==> config.mk <==
export PLATFORM = sky130hd
export DESIGN_NAME = alu_sequencer_flat
export DESIGN_NICKNAME = d
export VERILOG_FILES = /design/src/rtl/alu_sequencer_pkg.sv /design/src/rtl/alu_sequencer_if.sv /design/src/rtl/alu_sequencer_mul_step_ctrl.sv /design/src/rtl/alu_sequencer.sv /design/src/flat_wrapper.sv
export SDC_FILE = /design/constraint.sdc
export NUM_CORES = 1
export LEC_CHECK = 0
export BUFFER_PORTS_ARGS = -buffer_cell sky130_fd_sc_hd__buf_2
export CORE_MARGIN = 2
export CORE_UTILIZATION = 35
export DETAILED_ROUTE_END_ITERATION = 10
export PLACE_DENSITY = 0.66
export SLEW_MARGIN = 40
export SYNTH_ARGS = -nofsm -noshare
export SYNTH_HDL_FRONTEND = slang
export SYNTH_SLANG_ARGS = --single-unit
==> constraint.sdc <==
create_clock -name clk -period 2.39 [get_ports clk]
set_input_delay 0.478 -clock clk [delete_from_list [all_inputs] [get_ports clk]]
set_output_delay 0.478 -clock clk [all_outputs]
set_load 0.05 [all_outputs]
==> src/rtl/alu_sequencer_pkg.sv <==
// Shared constants for the ALU command sequencer: widths, opcodes, flag bit
// positions and the sequencer state encoding.
package alu_sequencer_pkg;

    localparam int OPERAND_WIDTH = 8;
    localparam int SEL_WIDTH     = 5;
    localparam int MUL_STEPS     = 8;
    localparam int MUL_COUNT_W   = 3;

    localparam logic [SEL_WIDTH-1:0] OP_ADD  = 5'd0;
    localparam logic [SEL_WIDTH-1:0] OP_SUB  = 5'd1;
    localparam logic [SEL_WIDTH-1:0] OP_AND  = 5'd2;
    localparam logic [SEL_WIDTH-1:0] OP_OR   = 5'd3;
    localparam logic [SEL_WIDTH-1:0] OP_XOR  = 5'd4;
    localparam logic [SEL_WIDTH-1:0] OP_SLT  = 5'd5;
    localparam logic [SEL_WIDTH-1:0] OP_DIV  = 5'd6;
    localparam logic [SEL_WIDTH-1:0] OP_MULT = 5'd7;
    localparam logic [SEL_WIDTH-1:0] OP_MFHI = 5'd8;
    localparam logic [SEL_WIDTH-1:0] OP_MFLO = 5'd9;

    localparam int FLG_ERROR = 3;
    localparam int FLG_OVF   = 2;
    localparam int FLG_CARRY = 1;
    localparam int FLG_ZERO  = 0;

    typedef enum logic [1:0] {
        SEQ_IDLE,
        SEQ_EXEC,
        SEQ_MUL,
        SEQ_RESP
    } seq_state_t;

    function automatic logic [3:0] pack_flags(input logic error, input logic ovf,
                                              input logic carry, input logic zero);
        logic [3:0] f;
        f            = '0;
        f[FLG_ERROR] = error;
        f[FLG_OVF]   = ovf;
        f[FLG_CARRY] = carry;
        f[FLG_ZERO]  = zero;
        return f;
    endfunction

endpackage

==> src/rtl/alu_sequencer_if.sv <==
// Command, response and ALU-drive bundle between control logic, the
// sequencer (slave) and the combinational ALU.
interface alu_sequencer_if;
    import alu_sequencer_pkg::*;

    logic                     cmd_valid;
    logic                     cmd_ready;
    logic [SEL_WIDTH-1:0]     cmd_op;
    logic [OPERAND_WIDTH-1:0] cmd_a;
    logic [OPERAND_WIDTH-1:0] cmd_b;

    logic [OPERAND_WIDTH-1:0] alu_a;
    logic [OPERAND_WIDTH-1:0] alu_b;
    logic [SEL_WIDTH-1:0]     alu_sel;
    logic [OPERAND_WIDTH-1:0] alu_out;
    logic                     alu_error;
    logic                     alu_zero;
    logic                     alu_carry;
    logic                     alu_overflow;

    logic                     rsp_valid;
    logic                     rsp_ready;
    logic [OPERAND_WIDTH-1:0] rsp_data;
    logic [3:0]               rsp_flags;

    modport slave (
        input  cmd_valid, cmd_op, cmd_a, cmd_b,
        output cmd_ready,
        output alu_a, alu_b, alu_sel,
        input  alu_out, alu_error, alu_zero, alu_carry, alu_overflow,
        output rsp_valid, rsp_data, rsp_flags,
        input  rsp_ready
    );

    modport master (
        output cmd_valid, cmd_op, cmd_a, cmd_b,
        input  cmd_ready,
        input  alu_a, alu_b, alu_sel,
        output alu_out, alu_error, alu_zero, alu_carry, alu_overflow,
        input  rsp_valid, rsp_data, rsp_flags,
        output rsp_ready
    );

endinterface

==> src/rtl/alu_sequencer_mul_step_ctrl.sv <==
// HI/LO/multiplicand/step-count state for the shift-add multiply that runs
// through the ALU's ADD path, one step per cycle.
module mul_step_ctrl
    import alu_sequencer_pkg::*;
(
    input  logic                     clk,
    input  logic                     rst,
    input  logic                     start,
    input  logic                     step,
    input  logic [OPERAND_WIDTH-1:0] start_a,
    input  logic [OPERAND_WIDTH-1:0] start_b,
    input  logic [OPERAND_WIDTH-1:0] sum,
    input  logic                     sum_carry,
    output logic [OPERAND_WIDTH-1:0] hi,
    output logic [OPERAND_WIDTH-1:0] lo,
    output logic [OPERAND_WIDTH-1:0] addend,
    output logic [OPERAND_WIDTH-1:0] hi_next,
    output logic [OPERAND_WIDTH-1:0] lo_next,
    output logic                     last_step
);

    logic [OPERAND_WIDTH-1:0] mcand;
    logic [MUL_COUNT_W-1:0]   count;

    // The ALU addend depends only on the registered LO[0], keeping the step path short.
    assign addend    = lo[0] ? mcand : '0;
    assign hi_next   = {sum_carry, sum[OPERAND_WIDTH-1:1]};
    assign lo_next   = {sum[0], lo[OPERAND_WIDTH-1:1]};
    assign last_step = (count == MUL_COUNT_W'(MUL_STEPS - 1));

    always_ff @(posedge clk or posedge rst) begin
        if (rst) begin
            hi    <= '0;
            lo    <= '0;
            mcand <= '0;
            count <= '0;
        end else if (start) begin
            hi    <= '0;
            lo    <= start_b;
            mcand <= start_a;
            count <= '0;
        end else if (step) begin
            hi    <= hi_next;
            lo    <= lo_next;
            count <= count + MUL_COUNT_W'(1);
        end
    end

endmodule

==> src/rtl/alu_sequencer.sv <==
// Valid/ready command front-end for the combinational ALU: one operation in
// flight, registered response, HI/LO-backed multiply and move-from ops.
module alu_sequencer
    import alu_sequencer_pkg::*;
(
    input  logic                 clk,
    input  logic                 rst,
    alu_sequencer_if.slave       bus,
    output logic                 busy
);

    seq_state_t state, state_next;

    logic [SEL_WIDTH-1:0]     op;
    logic [OPERAND_WIDTH-1:0] a;
    logic [OPERAND_WIDTH-1:0] b;
    logic [OPERAND_WIDTH-1:0] rsp_data;
    logic [3:0]               rsp_flags;

    logic                     accept;
    logic                     mul_start;
    logic                     mul_step;
    logic                     mul_last;
    logic [OPERAND_WIDTH-1:0] hi, lo, addend, hi_next, lo_next;

    mul_step_ctrl u_mul (
        .clk       (clk),
        .rst       (rst),
        .start     (mul_start),
        .step      (mul_step),
        .start_a   (bus.cmd_a),
        .start_b   (bus.cmd_b),
        .sum       (bus.alu_out),
        .sum_carry (bus.alu_carry),
        .hi        (hi),
        .lo        (lo),
        .addend    (addend),
        .hi_next   (hi_next),
        .lo_next   (lo_next),
        .last_step (mul_last)
    );

    always_ff @(posedge clk or posedge rst) begin
        if (rst) state <= SEQ_IDLE;
        else     state <= state_next;
    end

    always_comb begin
        state_next    = state;
        bus.cmd_ready = 1'b0;
        bus.rsp_valid = 1'b0;
        bus.alu_a     = '0;
        bus.alu_b     = '0;
        bus.alu_sel   = '0;
        accept        = 1'b0;
        mul_start     = 1'b0;
        mul_step      = 1'b0;
        case (state)
            SEQ_IDLE: begin
                bus.cmd_ready = 1'b1;
                if (bus.cmd_valid) begin
                    accept = 1'b1;
                    if (bus.cmd_op == OP_MFHI || bus.cmd_op == OP_MFLO) begin
                        state_next = SEQ_RESP;
                    end else if (bus.cmd_op == OP_MULT) begin
                        mul_start  = 1'b1;
                        state_next = SEQ_MUL;
                    end else begin
                        state_next = SEQ_EXEC;
                    end
                end
            end
            SEQ_EXEC: begin
                bus.alu_sel = op;
                bus.alu_a   = a;
                bus.alu_b   = b;
                state_next  = SEQ_RESP;
            end
            SEQ_MUL: begin
                bus.alu_sel = OP_ADD;
                bus.alu_a   = hi;
                bus.alu_b   = addend;
                mul_step    = 1'b1;
                if (mul_last) state_next = SEQ_RESP;
            end
            SEQ_RESP: begin
                bus.rsp_valid = 1'b1;
                if (bus.rsp_ready) state_next = SEQ_IDLE;
            end
            default: state_next = SEQ_IDLE;
        endcase
    end

    // Response registers only change on accept, EXEC capture or the last multiply step.
    always_ff @(posedge clk or posedge rst) begin
        if (rst) begin
            op        <= '0;
            a         <= '0;
            b         <= '0;
            rsp_data  <= '0;
            rsp_flags <= '0;
        end else begin
            if (accept) begin
                op <= bus.cmd_op;
                a  <= bus.cmd_a;
                b  <= bus.cmd_b;
                if (bus.cmd_op == OP_MFHI) begin
                    rsp_data  <= hi;
                    rsp_flags <= pack_flags(1'b0, 1'b0, 1'b0, hi == '0);
                end else if (bus.cmd_op == OP_MFLO) begin
                    rsp_data  <= lo;
                    rsp_flags <= pack_flags(1'b0, 1'b0, 1'b0, lo == '0);
                end
            end
            if (state == SEQ_EXEC) begin
                rsp_data  <= bus.alu_out;
                rsp_flags <= pack_flags(bus.alu_error, bus.alu_overflow,
                                        bus.alu_carry, bus.alu_zero);
            end
            if (mul_step && mul_last) begin
                rsp_data  <= lo_next;
                rsp_flags <= pack_flags(1'b0, 1'b0, hi_next != '0,
                                        {hi_next, lo_next} == '0);
            end
        end
    end

    assign bus.rsp_data  = rsp_data;
    assign bus.rsp_flags = rsp_flags;
    assign busy          = (state != SEQ_IDLE);

endmodule

==> src/flat_wrapper.sv <==
// flat-port wrapper written by rule: the top's interface ports become plain ports
module alu_sequencer_flat import alu_sequencer_pkg::*;
  (clk, rst, busy, bus_cmd_valid, bus_cmd_op, bus_cmd_a, bus_cmd_b, bus_cmd_ready, bus_alu_a, bus_alu_b, bus_alu_sel, bus_alu_out, bus_alu_error, bus_alu_zero, bus_alu_carry, bus_alu_overflow, bus_rsp_valid, bus_rsp_data, bus_rsp_flags, bus_rsp_ready);
  alu_sequencer_if bus_i ();
  input  logic clk;
  input  logic rst;
  output logic busy;
  input wire logic [$bits(bus_i.cmd_valid)-1:0] bus_cmd_valid;
  input wire logic [$bits(bus_i.cmd_op)-1:0] bus_cmd_op;
  input wire logic [$bits(bus_i.cmd_a)-1:0] bus_cmd_a;
  input wire logic [$bits(bus_i.cmd_b)-1:0] bus_cmd_b;
  output wire logic [$bits(bus_i.cmd_ready)-1:0] bus_cmd_ready;
  output wire logic [$bits(bus_i.alu_a)-1:0] bus_alu_a;
  output wire logic [$bits(bus_i.alu_b)-1:0] bus_alu_b;
  output wire logic [$bits(bus_i.alu_sel)-1:0] bus_alu_sel;
  input wire logic [$bits(bus_i.alu_out)-1:0] bus_alu_out;
  input wire logic [$bits(bus_i.alu_error)-1:0] bus_alu_error;
  input wire logic [$bits(bus_i.alu_zero)-1:0] bus_alu_zero;
  input wire logic [$bits(bus_i.alu_carry)-1:0] bus_alu_carry;
  input wire logic [$bits(bus_i.alu_overflow)-1:0] bus_alu_overflow;
  output wire logic [$bits(bus_i.rsp_valid)-1:0] bus_rsp_valid;
  output wire logic [$bits(bus_i.rsp_data)-1:0] bus_rsp_data;
  output wire logic [$bits(bus_i.rsp_flags)-1:0] bus_rsp_flags;
  input wire logic [$bits(bus_i.rsp_ready)-1:0] bus_rsp_ready;
  assign bus_i.cmd_valid = bus_cmd_valid;
  assign bus_i.cmd_op = bus_cmd_op;
  assign bus_i.cmd_a = bus_cmd_a;
  assign bus_i.cmd_b = bus_cmd_b;
  assign bus_cmd_ready = bus_i.cmd_ready;
  assign bus_alu_a = bus_i.alu_a;
  assign bus_alu_b = bus_i.alu_b;
  assign bus_alu_sel = bus_i.alu_sel;
  assign bus_i.alu_out = bus_alu_out;
  assign bus_i.alu_error = bus_alu_error;
  assign bus_i.alu_zero = bus_alu_zero;
  assign bus_i.alu_carry = bus_alu_carry;
  assign bus_i.alu_overflow = bus_alu_overflow;
  assign bus_rsp_valid = bus_i.rsp_valid;
  assign bus_rsp_data = bus_i.rsp_data;
  assign bus_rsp_flags = bus_i.rsp_flags;
  assign bus_i.rsp_ready = bus_rsp_ready;
  alu_sequencer u_core (.clk(clk), .rst(rst), .bus(bus_i), .busy(busy));
endmodule
* Word level (Yosys, flattened, before mapping)
Index checks and enable logic that the tools add are counted.
** Word-level totals
- Output and inout bits :: 36
- Bits in registers :: 62
- Input bits :: 37
- Logic and storage cells :: 69
** Operators by class
- Muxes and demuxes :: 35
- Equal/unequal tests :: 10
- Reduce and logical (&&, ||, !) cells :: 13
- Add/sub/neg operators :: 1
** Operators by type and width (count)
- $mux 8 :: 10
- $pmux 8 s2 :: 2
- $mux 4 :: 5
- $logic_not 16->1 :: 1
- $logic_not 8->1 :: 2
- $eq 5x4->1 const B :: 2
- $mux 2 :: 5
- $mux 1 :: 9
- $pmux 2 s4 :: 1
- $reduce_bool 8->1 :: 1
- $mux 3 :: 2
- $eq 5x3->1 const B :: 1
- $mux 5 :: 1
- $eq 2x2->1 const B :: 2
- $ne 2x2->1 const B :: 2
- $reduce_bool 2->1 :: 2
- $reduce_bool 4->1 :: 1
- $add 3x1->3 const B :: 1
- $eq 3x3->1 const B :: 1
- $reduce_and 3->1 :: 1
- $reduce_bool 3->1 :: 1
- $eq 2x1->1 const B :: 1
- $logic_not 2->1 :: 1
- $ne 2x1->1 const B :: 1
- 3 further kinds :: 3

* Depth between registers and ports, before layout
- Depth after elaboration :: 6
- Mapped depth :: 7
- Mapped depth without buffers :: 7

* By module
Synthesis repeated with hierarchy kept, for this count alone.
** Unflattened totals
- Cell total of the unflattened synthesis :: 369
- Area, all modules :: 3468.3 µm²
** Modules (own cells, without submodules)
- alu_sequencer :: times used 1, area an instance 2129.5 µm², sequential area each 875.8 µm², cells an instance 255
- mul_step_ctrl :: times used 1, area an instance 1338.8 µm², sequential area each 675.6 µm², cells an instance 114

* Least setup slack after synthesis
Ideal clock, no wire load.
- Path type :: flip-flop to output port
- Start :: reg u_core.state[1]
- End :: out bus_alu_b[1]
- Setup slack :: -90 ps
- Stages on the path, launching flop included :: 7
- Path buffers :: 2
- Arrival time :: 2002 ps
- Cell sequence :: dfrtp_1 -> inv_1 -> ha_1 -> clkbuf_1 -> clkbuf_1 -> a22oi_1 -> nor2b_1
** Between the ends
- Longest elaborated chain between the ends :: 2
- Elaborated cells between the ends (all ways) :: 3
- Those cells by class :: eq/ne: 2; mux: 1
** RTL lines
- from (decl) :: RTL line alu_sequencer.sv:12 : seq_state_t state, state_next;
- from (signal assigned) :: RTL line alu_sequencer.sv:45 : else state <= state_next;
- $eq 2x2->1 or $eq 2x1->1 (tied branches) :: RTL line alu_sequencer.sv:58 : case (state)
- $pmux 8 s2 (*) :: RTL line alu_sequencer.sv:58
- to (decl) :: RTL line flat_wrapper.sv:14 : output wire logic [$bits(bus_i.alu_b)-1:0] bus_alu_b;
Mark *: on every way between the ends. The rest lies on a longest branch, timed or not.

* Worst setup path after layout
- Start :: reg u_core.state[0]
- End :: out bus_alu_b[1]
The elaborated chain is that of the path after synthesis.

==> impl_metrics.env <==
export IMPL_cp_required_ps=1910
export IMPL_vias_per_cell=5.32
export IMPL_htree_levels=3
export IMPL_final_cell_mix="62 x dfrtp_1, 57 x buf_2, 29 x mux2_2"
export IMPL_start_util_pct=36.3
export IMPL_cts_tree="yes"
export IMPL_async_flop_share_pct=100
export IMPL_finalSetupViolCount=0
export IMPL_slew_viol_final=0
export IMPL_die_w_um=99.0
export IMPL_status="complete, no violations"
export IMPL_syn_nets=336
export IMPL_crit_path_top_delay_cell="dfrtp_1"
export IMPL_clock_latency_ps=350
export IMPL_gp_congestion=0.829
export IMPL_fin_worst_skew_ps=5.31
export IMPL_cp_start_kind="flop"
export IMPL_firstDrtPassIters=6
export IMPL_wl_per_cell_um=17.0
export IMPL_worst_path_buf_inv=2
export IMPL_holdCritPathClass="primary input to asynchronous set/reset pin"
export IMPL_cts_setup_buffers=0
export IMPL_fin_setup_tns_ps=0
export IMPL_clk_pin_slew_ps=70
export IMPL_track_usage_pct=17.2
export IMPL_portBuffers=72
export IMPL_seqCellArea_um2=1550
export IMPL_r2r_slack_ps=290
export IMPL_core_area_um2=8720
export IMPL_clock_power_share_pct=16.1
export IMPL_regToRegStartpoint="u_core.state[0]$_DFFE_PP0P_"
export IMPL_setup_slack_ps=80.0
export IMPL_clock_path_buffers=2
export IMPL_wirelength_um=8200
export IMPL_switching_share_pct=45.9
export IMPL_finalPower_mw=6.35
export IMPL_synthFlopType="dfrtp_1"
export IMPL_p_comb_share_pct=52.9
export IMPL_antenna_found_initial=0
export IMPL_dp_cells=465
export IMPL_overflow=0
export IMPL_maxSlewHeadroom_pct=59.3
export IMPL_end_kind="primary output"
export IMPL_ant_nets=0
export IMPL_clock_fmax_mhz=433
export IMPL_tightest_slew_ps=608
export IMPL_grt_pass1_vias=2534
export IMPL_max_stage_delay_ps=400
export IMPL_hold_viol_final=0
export IMPL_cap_violations=0
export IMPL_finalNonFillerCells=481
export IMPL_top_level_ports=73
export IMPL_layout_commonest_cell="dfrtp_1"
export IMPL_drc=0
export IMPL_fin_crit_ps=2310
export IMPL_ys_ff_latch=62
export IMPL_crit_path_max_fanout=8
export IMPL_dieArea_um2=9810
export IMPL_ys_types=34
export IMPL_switchingPower_mw=2.92
export IMPL_seqPwrFrac_pct=31.0
export IMPL_routed_via_count=2557
export IMPL_areaGrowthSynthToFinish_pct=26.1
export IMPL_fin_crit_sh_pct=96.7
export IMPL_path_class="flop to primary output"
export IMPL_crit_family="flip-flops"
export IMPL_cts_root_buf="clkbuf_8"
export IMPL_rows=34
export IMPL_synth_yosys_warnings=0
export IMPL_avgSynthCellArea_um2=10.8
export IMPL_leakagePower_nw=1.84
export IMPL_dieHeight_um=99.0
export IMPL_cell_internal_pwr_mw=3.43
export IMPL_cts_buffers=9
export IMPL_fillers=814
export IMPL_cts_sinks=62
export IMPL_pre_cts_slack_ps=-3.17
export IMPL_p_per_area_nw_per_um2=1590
export IMPL_crit_start="u_core.state[0]$_DFFE_PP0P_"
export IMPL_grt_pass1_wl_um=13200
export IMPL_rsz0062_at_grt="yes"
export IMPL_ys_seq_area_share_pct=49.1
export IMPL_multiInputGateArea_um2=1560
export IMPL_synth_cells=293
export IMPL_crit_path_cell_trace="inv_1, ha_1, and2_2, a22oi_1, nor2b_2, clkbuf_4"
export IMPL_synth_edf_count=0
export IMPL_grt_max_degree=43
export IMPL_nets=411
export IMPL_dp_hpwl_um=5940
export IMPL_ir_drop_mv=0.888
export IMPL_synth_area_um2=3160
export IMPL_drive_above_1_share_pct=39.4
export IMPL_n_antenna_cell=0
export IMPL_drt_initial_drc_count=116
export IMPL_worstPathArrival_ps=1830
-- state kept, by name (all words and copies together) (netlist names) --
signal,count
u_core.a,8
u_core.b,8
u_core.bus.rsp_data,8
u_core.bus.rsp_flags,4
u_core.op,5
u_core.state,2
u_core.u_mul.count,3
u_core.u_mul.hi,8
u_core.u_mul.lo,8
u_core.u_mul.mcand,8
-- layer usage --
metal | GRT usage (%) | share of wire, %
met1 | 23.2 | 45
met2 | 27.3 | 48
met3 | 4.75 | 5.3
met4 | 5.16 | 1.4
met5 | 0 | 0
-- repair_timing --
| item | in CTS | in global routing |
|---|---|---|
| resized for setup | 2 | 15 |
| cloned | 0 | 0 |
| setup endpoints to repair | 11 | 15 |
| pin swaps | 0 | 0 |
| hold buffers | 0 | 0 |
-- layout make-up --
class	instances	share of cell area, %
Clock inverter	4	1.76
Inverter	6	0.565
Tap cell	108	3.39
Multi-Input combinational cell	207	39.2
Timing Repair Buffer	82	12.6
Clock buffer	12	3.64
Sequential cell	62	38.9
-- worst paths after layout --
| path | end | depth (start not counted) |
|---|---|---|
| min in group clk | u_core.u_mul.lo[0]$_DFFE_PP0P_ | 3 |
| setup / recovery | bus_alu_b[1] | 6 |
| setup reg to reg | u_core.bus.rsp_data[2]$_DFFE_PP0P_ | 7 |
| max in group asynchronous | u_core.b[6]$_DFFE_PP0P_ | 3 |
| hold / removal | u_core.u_mul.hi[3]$_DFFE_PP0P_ | 2 |
| hold reg to reg | u_core.op[4]$_DFFE_PP0P_ | 1 |
-- power groups by stage --
stage | logic [mW] | clock network, mW | registers [mW]
after CTS | 3.32 | 1.04 | 1.97
after detailed placement | 3.30 | 0 | 1.98
after global routing | 3.62 | 1.10 | 2.02
after floorplan | 2.29 | 0 | 2.17
after global placement | 3.23 | 0 | 1.97
final | 3.36 | 1.02 | 1.97
-- cells in the mapped netlist, drive strengths merged, types with 12 or more instances --
cell type	number	area share, %
mux2i	26	8.2
mux2	29	10
nor2	19	2.3
a22oi	16	3.8
dfrtp	62	49
clkbuf	12	1.4
nand2	22	2.6
nor2b	17	3.4
o21ai	21	3.3
-- per-stage QoR --
| stage | hold WS, ps | utilization (%) | instance area [µm²] |
|---|---|---|---|
| global route | 192 | 45.7 | 3990 |
| CTS | 162 | 45.3 | 3950 |
| detailed placement | 485 | 42.8 | 3730 |
| finish | 149 | 45.7 | 3990 |
| floorplan | 471 | - | 3200 |
| global placement | 483 | 42.8 | 3730 |
-- cells by family after synthesis --
family | Yosys count | share of synthesized area [%]
xor gates and xnor gates | 1 | 0.277
adders and majority gates | 6 | 2.37
DFF | 62 | 49.1
AOI/OAI and AO/OA | 55 | 11.4
and+or+nand+nor | 90 | 15.2
muxes | 55 | 18.6
buffers and inverters | 24 | 3.13
No activity file was read; power rests on OpenSTA's default activity.
